===== config.mk =====
export PLATFORM = sky130hd
export DESIGN_NAME = uart_tx_arbiter
export DESIGN_NICKNAME = d
export VERILOG_FILES = /design/src/rtl/uart_pkg.sv /design/src/rtl/rr_pick.sv /design/src/rtl/uart_tx_arbiter.sv
export SDC_FILE = /design/constraint.sdc
export NUM_CORES = 1
export LEC_CHECK = 0
export BUFFER_PORTS_ARGS = -buffer_cell sky130_fd_sc_hd__buf_2
export CAP_MARGIN = 30
export CORE_ASPECT_RATIO = 1.1
export CORE_MARGIN = 4
export CORE_UTILIZATION = 35
export CTS_BUF_LIST = sky130_fd_sc_hd__clkbuf_4 sky130_fd_sc_hd__clkbuf_8 sky130_fd_sc_hd__clkbuf_16
export CTS_CLUSTER_DIAMETER = 60
export CTS_CLUSTER_SIZE = 10
export DETAILED_ROUTE_END_ITERATION = 6
export SLEW_MARGIN = 20
export SYNTH_ARGS = -nofsm -noshare
export SYNTH_HDL_FRONTEND = slang
export SYNTH_SLANG_ARGS = --single-unit

===== constraint.sdc =====
create_clock -name i_clk -period 3.7 [get_ports i_clk]
set_clock_uncertainty 0.2 [all_clocks]
set_input_delay 0 -clock i_clk [delete_from_list [all_inputs] [get_ports i_clk]]
set_output_delay 0 -clock i_clk [all_outputs]
set_load 0.05 [all_outputs]

===== src/rtl/uart_pkg.sv =====
// Shared definitions for the UART transmit arbiter: FSM encoding, launch payload and
// bit-timing defaults.
package uart_pkg;

  localparam int unsigned CLKS_PER_BIT_DEF = 217;
  localparam int unsigned TIMEOUT_BITS     = 12;
  localparam int unsigned TIMEOUT_CLKS_DEF = TIMEOUT_BITS * CLKS_PER_BIT_DEF;
  localparam int unsigned WAIT_CNT_MIN_W   = 16;

  typedef enum logic [1:0] {
    ST_IDLE      = 2'd0,
    ST_LAUNCH    = 2'd1,
    ST_WAIT_DONE = 2'd2
  } arb_state_e;

  // Byte handed to the transmitter together with its launch strobe.
  typedef struct packed {
    logic       dv;
    logic [7:0] data;
  } tx_cmd_t;

  // Completion budget for a frame: a 10-bit frame plus two bit times of slack.
  function automatic int unsigned timeout_for(input int unsigned clks_per_bit);
    return TIMEOUT_BITS * clks_per_bit;
  endfunction

endpackage


===== src/rtl/rr_pick.sv =====
// Combinational round-robin picker: first asserted request at or after the pointer,
// wrapping from N-1 back to 0.
module rr_pick #(
  parameter int unsigned N = 4,
  parameter int unsigned W = (N > 1) ? $clog2(N) : 1
) (
  input  logic [N-1:0] i_req,
  input  logic [W-1:0] i_ptr,
  output logic [W-1:0] o_idx,
  output logic         o_any
);

  logic [W-1:0] cand;

  always_comb begin
    o_idx = '0;
    o_any = 1'b0;
    cand  = '0;
    for (int unsigned i = 0; i < N; i++) begin
      cand = W'((32'(i_ptr) + i) % N);
      if (!o_any && i_req[cand]) begin
        o_any = 1'b1;
        o_idx = cand;
      end
    end
  end

endmodule


===== src/rtl/uart_tx_arbiter.sv =====
// Shares one UART transmitter among NUM_REQ byte requesters using round-robin
// arbitration, with a completion timeout guarding against a stuck transmitter.
module uart_tx_arbiter
  import uart_pkg::*;
#(
  parameter int unsigned NUM_REQ      = 4,
  parameter int unsigned CLKS_PER_BIT = CLKS_PER_BIT_DEF,
  parameter int unsigned TIMEOUT_CLKS = timeout_for(CLKS_PER_BIT),
  localparam int unsigned ID_W        = (NUM_REQ > 1) ? $clog2(NUM_REQ) : 1
) (
  input  logic                 i_clk,
  input  logic                 i_rst_n,
  input  logic [NUM_REQ-1:0]   i_req_valid,
  input  logic [8*NUM_REQ-1:0] i_req_byte,
  output logic [NUM_REQ-1:0]   o_req_ready,
  output logic                 o_tx_dv,
  output logic [7:0]           o_tx_byte,
  input  logic                 i_tx_active,
  input  logic                 i_tx_done,
  output logic [ID_W-1:0]      o_grant_id,
  output logic                 o_busy,
  output logic                 o_timeout
);

  localparam int unsigned TO_W  = $clog2(TIMEOUT_CLKS);
  localparam int unsigned CNT_W = (TO_W > WAIT_CNT_MIN_W) ? TO_W : WAIT_CNT_MIN_W;

  arb_state_e           state_q, state_d;
  logic [ID_W-1:0]      rr_ptr_q, rr_ptr_d;
  logic [ID_W-1:0]      grant_q, grant_d;
  tx_cmd_t              tx_q, tx_d;
  logic [NUM_REQ-1:0]   ready_q, ready_d;
  logic [CNT_W-1:0]     cnt_q, cnt_d;
  logic                 busy_q, busy_d;
  logic                 timeout_q, timeout_d;

  logic [ID_W-1:0]      pick_idx;
  logic                 pick_any;
  logic [7:0]           req_bytes [NUM_REQ];

  for (genvar g = 0; g < NUM_REQ; g++) begin : g_bytes
    assign req_bytes[g] = i_req_byte[8*g +: 8];
  end

  rr_pick #(
    .N (NUM_REQ),
    .W (ID_W)
  ) u_rr_pick (
    .i_req (i_req_valid),
    .i_ptr (rr_ptr_q),
    .o_idx (pick_idx),
    .o_any (pick_any)
  );

  // Next-state and registered-output logic; outputs are computed one cycle ahead.
  always_comb begin
    state_d   = state_q;
    rr_ptr_d  = rr_ptr_q;
    grant_d   = grant_q;
    tx_d.dv   = 1'b0;
    tx_d.data = tx_q.data;
    ready_d   = '0;
    cnt_d     = cnt_q;
    timeout_d = 1'b0;

    unique case (state_q)
      ST_IDLE: begin
        if (pick_any && !i_tx_active) begin
          state_d   = ST_LAUNCH;
          grant_d   = pick_idx;
          tx_d.data = req_bytes[pick_idx];
        end
      end
      ST_LAUNCH: begin
        tx_d.dv          = 1'b1;
        ready_d[grant_q] = 1'b1;
        rr_ptr_d         = (grant_q == ID_W'(NUM_REQ - 1)) ? '0 : grant_q + ID_W'(1);
        cnt_d            = '0;
        state_d          = ST_WAIT_DONE;
      end
      ST_WAIT_DONE: begin
        // A completion landing on the terminal count wins over the timeout.
        if (i_tx_done) begin
          state_d = ST_IDLE;
        end else if (cnt_q == CNT_W'(TIMEOUT_CLKS - 1)) begin
          state_d   = ST_IDLE;
          timeout_d = 1'b1;
        end else begin
          cnt_d = cnt_q + CNT_W'(1);
        end
      end
      default: state_d = ST_IDLE;
    endcase

    busy_d = (state_d != ST_IDLE);
  end

  always_ff @(posedge i_clk or negedge i_rst_n) begin
    if (!i_rst_n) begin
      state_q   <= ST_IDLE;
      rr_ptr_q  <= '0;
      grant_q   <= '0;
      tx_q      <= '0;
      ready_q   <= '0;
      cnt_q     <= '0;
      busy_q    <= 1'b0;
      timeout_q <= 1'b0;
    end else begin
      state_q   <= state_d;
      rr_ptr_q  <= rr_ptr_d;
      grant_q   <= grant_d;
      tx_q      <= tx_d;
      ready_q   <= ready_d;
      cnt_q     <= cnt_d;
      busy_q    <= busy_d;
      timeout_q <= timeout_d;
    end
  end

  assign o_req_ready = ready_q;
  assign o_tx_dv     = tx_q.dv;
  assign o_tx_byte   = tx_q.data;
  assign o_grant_id  = grant_q;
  assign o_busy      = busy_q;
  assign o_timeout   = timeout_q;

endmodule


==> impl_results.md <==
- Hpwl dp: 3030 um
- DR WL/cell: 12.8 um
- Syn_area_per_cell: 10.3 um^2
- Setup total negative slack: 0 ns
- CTS Buffer Depth: 2
- Clk pin slew, worst setup/hold paths: 0.07 ns
- Status: finished with violations
- Core area: 5400 um^2
- RSZ-0062 raised after global routing: no
- Max Slew Vio Count: 0
- Chip Height: 86.5 um
- Leading cell types in the layout, fill and taps excluded: buf_2 (56), dfrtp_1 (37), dlygate4sd3_1 (26), nor2_1 (17), nand2_1 (13)
- Post-synth EDFFs: 0
- Critical Path Start Type: register
- M1 GR Usage: 17.5%
- Max incr delay on CP: 0.55 ns
- WP data required: 3.67 ns
- CP delay by family, top: buffers and inverters
- Synth unique cells: 41
- Synth async-reset ratio: 100%
- Crit Path Max Fanout: 16
- Vias per cell: 4.80
- Worst-path cell chain: nor3b_1, a221o_2, mux2_1, dlygate4sd3_1, a221o_1, dlygate4sd3_1
- Minimum clock period: 3.34 ns
- Mapped Area: 1960 um^2
- CP max stage cell: dlygate4sd3_1
- Input/output buffers: 56
- Crit-path most repeated cell: dlygate4sd3_1
- CTS HTree Levels: 2
- Met2 usage: 23.5%
- NumNets Final: 315
- Total GRT Usage: 14.3%
- DP Area: 2280 um^2
- GR peak layer: met2
- Failing checks: hold timing
- Clk_lat worst skew: 0.29 ns
- Pwr Density: 632 nW/um^2
- Largest net degree at the start of global routing: 38
- Initial Util: 36.4%
- Synth Register Bits: 37
- Post-Route Utilization: 48.8%
- Setup CP Type: reg2reg
- Normalized max-slew margin: 46.9%
- Remaining antenna violation count after routing: 0
- Global-route wire length before repair: 7730 um
- DR pass1 iterations: 5
- Final setup vio count: 0
- Fin Hold WS: -0.000366 ns
- Via count: 1657
- Worst-Margin Slew: 0.797 ns
- Die Footprint: 6870 um^2
- # DRC: 0
- Maximum clock frequency: 300 MHz
- Clock root buffer: clkbuf_8
- GPL Wtd Cong: 0.810
- Fill count: 526
- Met3 Usage GRT: 4.89%
- Worst min path class: in2reg
- Yosys warnings: 0
- Synth Instances: 190
- Share of cells above drive strength 1: 26.3%
- Critical path data arrival time: 3.31 ns
- Initial antenna violation count: 0
- Final period utilization: 90.2%
- Width of the die: 79.4 um
- Vias in the first global route: 1717
- Max cap viols: 0
- Rows: 28
- I/O pin count: 57
- Fin. Hold Viols: 1
- Leakage power: 1.28 nW
- Worst path bufs/invs: 2
- CTS tree: built
- DRT Wirelength: 4430 um
- CP Capture Type: register
- Mapped Nets: 235
- CTS Buf Count: 5
- DR iter-0 viols: 75
- Total congestion overflow: 0
- Post-CTS setup buffer count: 0
- P&R area growth vs syn: 34.2%
- Commonest non-fill, non-tap cell in the layout: buf_2
- Ant diodes: 0
- Seq/Total Area, Yosys: 47.2%
- Post-synth top flop: dfrtp_1
- Post-route design area: 2630 um^2
- Max IR drop VDD: 396 uV
- CTS sink count: 37
[final timing paths]
kind	start	to	slack, ns	depth (start not counted)
setup reg to reg	rr_ptr_q[1]	o_tx_byte[0]	0.36	6
hold reg to reg	state_q[0]	o_timeout	0.34	1
setup / recovery	rr_ptr_q[1]	o_tx_byte[0]	0.36	6
max in group asynchronous	i_rst_n	rr_ptr_q[1]	2.66	2
min in group asynchronous	i_rst_n	cnt_q[12]	0.15	2
hold / removal	i_tx_active	o_busy	-0.0004	5
[power by group]
part / internal, mW / total, mW / switching (mW)
Sequential: 0.501 / 0.577 / 0.0761
Combinational: 0.297 / 0.797 / 0.500
Clock: 0.155 / 0.289 / 0.134
[layout make-up]
type	count	area [um^2]	area share, %
tap	75	93.8	3.56
sequential	37	926	35.2
timing repair buffer	83	548	20.8
multi-input combinational	135	945	35.9
inverter	8	30.0	1.14
clock buffer	7	90.1	3.42
[registers in the layout, indices dropped and copies added, names as in the netlist]
| signal | count |
|---|---|
| o_timeout | 1 |
| o_tx_byte | 8 |
| o_busy | 1 |
| state_q | 2 |
| rr_ptr_q | 2 |
| o_req_ready | 4 |
| o_grant_id | 2 |
| cnt_q | 16 |
| o_tx_dv | 1 |
[cell usage after synthesis (all sizes together) (2+ instances only)]
cell / count / area [um^2]
nor3b: 3 / 22.5
o21ai: 7 / 35.0
xnor2: 5 / 43.8
a21oi: 6 / 30.0
nand4: 3 / 18.8
mux2: 8 / 97.6
buf: 5 / 43.8
nor4: 2 / 12.5
nand3: 6 / 30.0
mux2i: 9 / 90.1
and2: 5 / 31.3
nor4b: 2 / 17.5
or3: 3 / 18.8
inv: 8 / 30.0
nand2: 13 / 48.8
nor3: 12 / 70.1
ha: 5 / 62.6
nor2: 17 / 63.8
clkbuf: 5 / 18.8
xor2: 6 / 52.6
a211oi: 5 / 37.5
dfrtp: 37 / 926
and3: 4 / 25.0
a221o: 4 / 40.0
[cell families after synthesis]
family	Yosys count	synth area share [%]
and+or+nand+nor	73	19.7
DFF	37	47.2
AOI/OAI and AO/OA	29	10.7
buffers and inverters	18	4.72
muxes	17	9.57
xor gates and xnor gates	11	4.91
adders and majority gates	5	3.19
[tightest hold or removal path, delay by kind of cell]
| kind | cells | cell delay, ns |
|---|---|---|
| buffers and inverters | 2 | 0.27 |
| and+or+nand+nor | 2 | 0.13 |
| AOI/OAI and AO/OA | 1 | 0.04 |
[metal layers]
metal,part of all wire (%),vias to the layer above
met5,0,-
met4,1.4,0
met3,7.2,9
met2,46,61
met1,45,760
li1,-,827
[what timing repair did]
item / 4_1_cts / 5_1_grt
endpoints found under the hold margin: 52 / 0
gates resized for setup: 0 / 1
hold buffers: 26 / 0
endpoints found under the setup margin: 0 / 3
[metrics by stage]
step                hold slack (ns)  setup WS (ns)  power (mW)  std cells
floorplan                    -0.496           1.68        1.13        190
global route                 0.0282          0.234        1.77        345
CTS                         0.00134          0.133        1.68        345
detailed placement          -0.0454           1.22        1.28        312
global placement            -0.0550           1.30        1.28        312
finish                    -0.000366          0.361        1.66        345
No activity file was read; power rests on OpenSTA's default activity.
